[config.mk]
export PLATFORM = sky130hd
export DESIGN_NAME = rca_accum
export DESIGN_NICKNAME = d
export VERILOG_FILES = /design/src/rtl/rca_accum.sv
export SDC_FILE = /design/constraint.sdc
export NUM_CORES = 1
export LEC_CHECK = 0
export CORE_MARGIN = 5
export CORE_UTILIZATION = 50
export CTS_BUF_LIST = sky130_fd_sc_hd__clkbuf_4 sky130_fd_sc_hd__clkbuf_8
export DETAILED_ROUTE_END_ITERATION = 10
export PLACE_DENSITY = 0.8
export RECOVER_POWER = 25
export SLEW_MARGIN = 25
export SYNTH_ARGS = -nofsm -noshare
export SYNTH_HDL_FRONTEND = slang
export SYNTH_SLANG_ARGS = --single-unit
[constraint.sdc]
create_clock -name clk -period 2.25 [get_ports clk]
set_clock_uncertainty 0.2 [all_clocks]
set_input_delay 0.45 -clock clk [delete_from_list [all_inputs] [get_ports clk]]
set_output_delay 0.45 -clock clk [all_outputs]
set_load 0.02 [all_outputs]
[src/rtl/rca_accum.sv]
// rca_accum: frame accumulator behind the 4-bit ripple-carry adder stage.
// Takes COUNT unsigned operands over valid/ready and sums them into ACC_W
// bits, seeded by the frame carry-in. It raises a one-cycle done pulse when
// the frame completes. ovf is sticky and records any carry out of the top bit.
// Optional build macro RCA_ACCUM_SATURATE_EN: when it is defined, an
// overflowing beat clamps sum to all ones instead of letting it wrap.
module rca_accum #(
    parameter int WIDTH = 4,
    parameter int COUNT = 4,
    parameter int ACC_W = 8
) (
    input  logic             clk,
    input  logic             reset_n,
    input  logic             start,
    input  logic             ci,
    input  logic             in_valid,
    input  logic [WIDTH-1:0] in_data,
    output logic             in_ready,
    output logic             busy,
    output logic             done,
    output logic [ACC_W-1:0] sum,
    output logic             ovf
);

    // A COUNT of 1 still needs a 1-bit counter to stay legal.
    localparam int CNT_W = (COUNT > 1) ? $clog2(COUNT) : 1;
    localparam logic [CNT_W-1:0] CNT_LAST = CNT_W'(COUNT - 1);

    typedef enum logic [1:0] {
        S_IDLE = 2'd0,
        S_ACC  = 2'd1,
        S_DONE = 2'd2
    } state_t;

    state_t           state, state_nxt;
    logic [CNT_W-1:0] cnt;
    logic             beat;
    logic [ACC_W:0]   add_full;   // bit ACC_W is the adder carry-out

    assign beat     = in_valid & in_ready;
    assign add_full = {1'b0, sum} + {{(ACC_W + 1 - WIDTH){1'b0}}, in_data};

    // State register.
    always_ff @(posedge clk or negedge reset_n) begin
        if (!reset_n) state <= S_IDLE;
        else          state <= state_nxt;
    end

    // Next state and outputs. The outputs are decoded from the registered
    // state only, so no input can reach an output combinationally.
    always_comb begin
        state_nxt = state;
        in_ready  = 1'b0;
        busy      = 1'b0;
        done      = 1'b0;
        unique case (state)
            S_IDLE: begin
                if (start) state_nxt = S_ACC;
            end
            S_ACC: begin
                in_ready = 1'b1;
                busy     = 1'b1;
                if (beat && cnt == CNT_LAST) state_nxt = S_DONE;
            end
            S_DONE: begin
                busy      = 1'b1;
                done      = 1'b1;
                state_nxt = S_IDLE;
            end
            default: state_nxt = S_IDLE;
        endcase
    end

    // Datapath: a start in IDLE seeds the frame, and each accepted beat
    // adds one operand. In all other cycles sum, ovf and cnt hold.
    always_ff @(posedge clk or negedge reset_n) begin
        if (!reset_n) begin
            sum <= '0;
            ovf <= 1'b0;
            cnt <= '0;
        end else if (state == S_IDLE && start) begin
            sum <= {{(ACC_W - 1){1'b0}}, ci};
            ovf <= 1'b0;
            cnt <= '0;
        end else if (state == S_ACC && beat) begin
            cnt <= cnt + 1'b1;
            ovf <= ovf | add_full[ACC_W];
`ifdef RCA_ACCUM_SATURATE_EN
            // An all-ones sum that is already clamped stays pinned, because
            // any nonzero operand carries out again.
            sum <= add_full[ACC_W] ? {ACC_W{1'b1}} : add_full[ACC_W-1:0];
`else
            sum <= add_full[ACC_W-1:0];
`endif
        end
    end

endmodule

# Yosys cells after proc, flatten, opt, wreduce, memory -nomap -nowiden
# Index checks and enable logic that the tools add are counted.
# totals
inputBits,9
wordCells,32
ff_bits,13
output_inout_bits,12
# classes
mux,12
n_bitwise,2
reduce_logical,7
n_addsub,2
eq_ne,5
# ops
cell,count
2-to-1 mux 8 bit,2
adder 8 x 4 -> 9 bit,1
2-to-1 mux 2 bit,4
2-to-1 mux 1 bit,5
"equality test 2 bit, second input constant",2
"inequality test 2 bit, second input constant",2
one-hot mux 2 bit (2 select lines),1
logical AND 1 bit,3
"adder 2 x 1 -> 2 bit, second input constant",1
"equality test 2 x 1 -> 1 bit, second input constant",1
logical NOT 2 bit,1
AND reduction 2 bit,1
nonzero test 2 bit,1
OR reduction 2 bit,1
AND 1 bit,1
OR 1 bit,1

# Logic depth before layout (Yosys ltp)
# depth
ltp_word,6
depth_mapped,7
mapped_depth_nobuf,7

# Worst setup path after synthesis
# Ideal clock, no wire load.
# synth_path
path_kind,reg-to-reg
startpoint,register sum[0]
endpoint,register sum[6]
setup_time_ps,121
n_path_buf,0
required_ps,1929
slack_ps,279
arrival_time_ps,1650
period_less_slack_ps,1971
path_stages_with_launch,8
path_cell_list,dfrtp_1 ha_1 inv_1 fa_1 nand2b_1 a211oi_1 xnor2_1 nor2_1
# synth_via
elab_chain_cells,3
# synth_lines
item,line,rtl
"start, declared",21,"output logic [ACC_W-1:0] sum,"
"start signal, assigned",82,"sum <= {{(ACC_W - 1){1'b0}}, ci};"
"start signal, assigned",93,sum <= add_full[ACC_W-1:0];
adder 8 x 4 -> 9 bit,41,"assign add_full = {1'b0, sum} + {{(ACC_W + 1 - WIDTH){1'b0}}, in_data};"
2-to-1 mux 8 bit,85,end else if (state == S_ACC && beat) begin
2-to-1 mux 8 bit,81,end else if (state == S_IDLE && start) begin
# No other way between the ends. The select of a mux whose other input is x is not followed.
# A chain may end at the register's enable or synchronous reset.

# Final worst setup path
# layout_path
startpoint,input port in_data[0]
endpoint,register sum[6]
# layout_via
elab_chain_cells,3
# layout_lines
item,line,rtl
"start, declared",17,"input logic [WIDTH-1:0] in_data,"
adder 8 x 4 -> 9 bit,41,
2-to-1 mux 8 bit,85,
2-to-1 mux 8 bit,81,
# No other way between the ends. The select of a mux whose other input is x is not followed.

==> impl_metrics.py <==
metrics = {
    "floorplan": {
        "floorplan.io_pins": 21,
        "row_count": 14,
        "core_area_mm2": 0.001541,
        "fp.dieW_um": 50.83,
        "die-area_mm2": 0.002583,
        "initial_utilization_pct": 54.06,
        "chipHeight_um": 50.83,
    },
    "yosys": {
        "synth_seq_area_share_pct": 39.04,
        "number_of_flops_mapped_to_enable_cells_by_yosys": 0,
        "syn-instance-count": 90,
        "count_of_warnings_emitted_by_yosys": 0,
        "ys_async_sr_fraction_pct": 100.0,
        "synth_cell_type_count": 27,
        "post_synth_net_total": 110,
        "synth.avg_cell_area_um2": 9.259,
        "syn_area_um2": 833.3,
        "synth.ff_latch_count": 13,
        "synth-main-ff-cell": "sky130_fd_sc_hd__dfrtp_1",
    },
    "final_layout": {
        "area_growth_pct": 33.03,
        "fraction_of_layout_cells_with_a_size_suffix_above_1_pct": 8.621,
        "final_area_mm2": 0.001109,
        "final_core_utilization_pct": 71.92,
        "antenna_cells_inserted": 0,
        "fill_cells": 136,
        "mostFrequentLayoutCells": "16 x sky130_fd_sc_hd__clkdlybuf4s50_1, 13 x sky130_fd_sc_hd__dfrtp_1, 11 x sky130_fd_sc_hd__nand2_1",
        "layout_commonest_cell": "sky130_fd_sc_hd__clkdlybuf4s50_1",
        "finalNetCount": 137,
        "non_filler_cells_in_the_finished_layout": 132,
    },
    "global_route": {
        "vias_in_the_first_global_route": 753,
        "grt_overflow": 0,
        "antenna_found_initial": 0,
        "grt_start_max_net_pins": 14,
        "wire_length_of_the_first_global_routing_pass_mm": 3.284,
        "grt_usage_pct": 16.27,
    },
    "sta": {
        "finalWorstPathRequiredPeriod_ns": 2.152,
        "tightestPinTransition_ns": 0.6098,
        "final_min_period_over_clock_period_pct": 95.65,
        "rsz_0062_raised_after_global_routing": "true",
        "drv_slew": 0,
        "timing_hold_violations_final": 0,
        "max_freq_mhz": 464.6,
        "timing.max_slew.rel_slack_pct": 59.21,
        "number_of_setup_violations_in_the_final_report": 0,
        "postLayoutSetupSlackWorst_ns": 0.09778,
    },
    "placed_design": {
        "placement.cell_area_mm2": 0.001074,
        "detailedPlace.worstSlack_ns": -0.2693,
        "gpl.final_weighted_congestion": 0.7815,
        "dp_hpwl_mm": 1.454,
        "numPortBuffers": 20,
        "placed_cells_incl_taps": 128,
    },
    "route": {
        "detail_route.first_pass.iterations": 4,
        "drt_wl_total_mm": 1.867,
        "drc_errors": 0,
        "wl_per_cell_um": 14.14,
        "met3_wirelength_um": 97,
        "initialDrtViolationCount": 11,
        "num_vias": 729,
        "route.top_layer_used": "met4",
        "via_per_inst": 5.523,
        "detail-route-antenna-nets": 0,
        "met1_length_um": 781,
        "met2_length_um": 975,
    },
    "pwr": {
        "clock_power_share_pct": 12.8,
        "total_switching_power_mw": 0.5366,
        "worst_ir_drop_vdd_uv": 688.1,
        "leakage_power_nw": 0.5384,
        "seqPwrFrac_pct": 29.9,
        "combPwrFrac_pct": 57.4,
        "power_mw": 1.244,
        "switching_share_pct": 43.14,
        "power_density_mw_per_mm2": 1122,
        "intPower_mw": 0.7071,
    },
    "clock_tree": {
        "post_cts.repair.setup_buffers": 0,
        "worst_setup_hold_path_clk_slew_ns": 0.07,
        "clock_network_latency_to_the_later_pin_of_the_worst_skew_pair_ns": 0.28,
        "number_of_cts_inserted_buffers": 3,
        "hold_buffers": 0,
        "tritoncts": "done",
        "tritoncts_num_sinks": 13,
        "cts.repair.resized": 2,
        "h-tree-depth": 1,
        "clk_root_buf": "sky130_fd_sc_hd__clkbuf_4",
        "ctsLongestPathBuffers": 2,
    },
    "worst_setup_path": {
        "worst_setup_path_start_kind": "input port",
        "worst-path-buf-inv": 2,
        "critical_path_class": "input port to register",
        "critPathTopFamily": "adder cells",
        "cp_cell_sequence": "clkdlybuf4s50_1 > ha_1 > inv_1 > fa_1 > nand2b_1 > a211oi_2 > xnor2_1 > nor2_1",
        "critical_path.max_stage_delay_ns": 0.46,
        "timing.critical_path.required_ns": 2.22,
        "critical_path.max_fanout": 3,
        "worst_setup_path_end_kind": "register",
        "worstPathArrival_ns": 2.12,
        "timing.critical_path.slowest_stage_cell": "sky130_fd_sc_hd__clkdlybuf4s50_1",
    },
    "status": {
        "outcome": "finished clean",
    },
    "job": {
        "drv_cap": 0,
    },
    "hold_path": {
        "hp-class": "register to register",
    },
}
==> worst register-to-register path, stage by stage (launching register included) <==
cell                       delay [ns]
sky130_fd_sc_hd__dfrtp_1         0.37
sky130_fd_sc_hd__ha_1            0.17
sky130_fd_sc_hd__inv_1           0.06
sky130_fd_sc_hd__fa_1            0.40
sky130_fd_sc_hd__nand2b_1        0.20
sky130_fd_sc_hd__a211oi_2        0.21
sky130_fd_sc_hd__xnor2_1         0.14
sky130_fd_sc_hd__nor2_1          0.05
==> path summary, 6_finish.rpt <==
path                       endpoint        from  depth (start not counted)  slack [ns]
max                          sum[6]  in_data[0]                          8         0.1
min                             ovf         ovf                          2        0.31
max reg2reg                  sum[6]      sum[0]                          7        0.35
min reg2reg                     ovf         ovf                          2        0.31
max in group asynchronous    sum[5]     reset_n                          1        1.03
min in group asynchronous    sum[2]     reset_n                          1        0.41
==> power by group through the flow <==
stage               registers [mW]  logic (mW)  clock network, mW
floorplan                    0.420       0.410                  0
global placement             0.373       0.708                  0
detailed placement           0.378       0.736                  0
CTS                          0.373       0.719              0.161
global route                 0.384       0.805              0.176
finish                       0.371       0.714              0.159
==> routing by layer <==
layer  up-vias  track usage (%)
li1        358                -
met1       351            19.16
met2        18            28.31
met3         2            4.651
met4         0            5.106
met5         -                0
==> cell families (layout without fill, tap and decap cells) <==
logic type | after synthesis | in the layout | synth area share (%)
buf+inv | 7 | 33 | 3.454
mux | 2 | 2 | 2.402
xor+xnor | 2 | 2 | 2.102
fa+ha+maj | 11 | 11 | 17.42
compound gates | 23 | 23 | 16.82
flops | 13 | 13 | 39.04
simple gates | 32 | 32 | 18.77
==> cells in the mapped netlist, types with 5 or more instances <==
library cell              count  area (µm²)
sky130_fd_sc_hd__dfrtp_1     13       325.3
sky130_fd_sc_hd__nor2_1       8       30.03
sky130_fd_sc_hd__a21oi_1      8       40.04
sky130_fd_sc_hd__nand2_1     11       41.29
sky130_fd_sc_hd__ha_1        10       125.1
sky130_fd_sc_hd__inv_1        5       18.77
sky130_fd_sc_hd__o21ai_0      7       35.03
==> flip-flops by register name, summed over array words and instances (netlist names) <==
signal  cells
ovf         1
state       2
sum         8
cnt         2
==> stage by stage <==
step | setup TNS [ns] | hold WS [ns]
after floorplan | 0 | -0.04559
after CTS | 0 | 0.3142
after global routing | -0.001196 | 0.3852
after global placement | -0.3494 | 0.2897
after detailed placement | -0.6007 | 0.2963
final | 0 | 0.3147
==> layout make-up <==
class                      count  area [µm²]  area share [%]
timing repair buffer          24       230.2           20.77
clock buffer                   4       30.03           2.709
sequential                    13       325.3           29.35
inverter                       5       18.77           1.693
tap                           16       20.02           1.806
multi-input combinational     70       484.2           43.68
No activity file was read; power rests on OpenSTA's default activity.
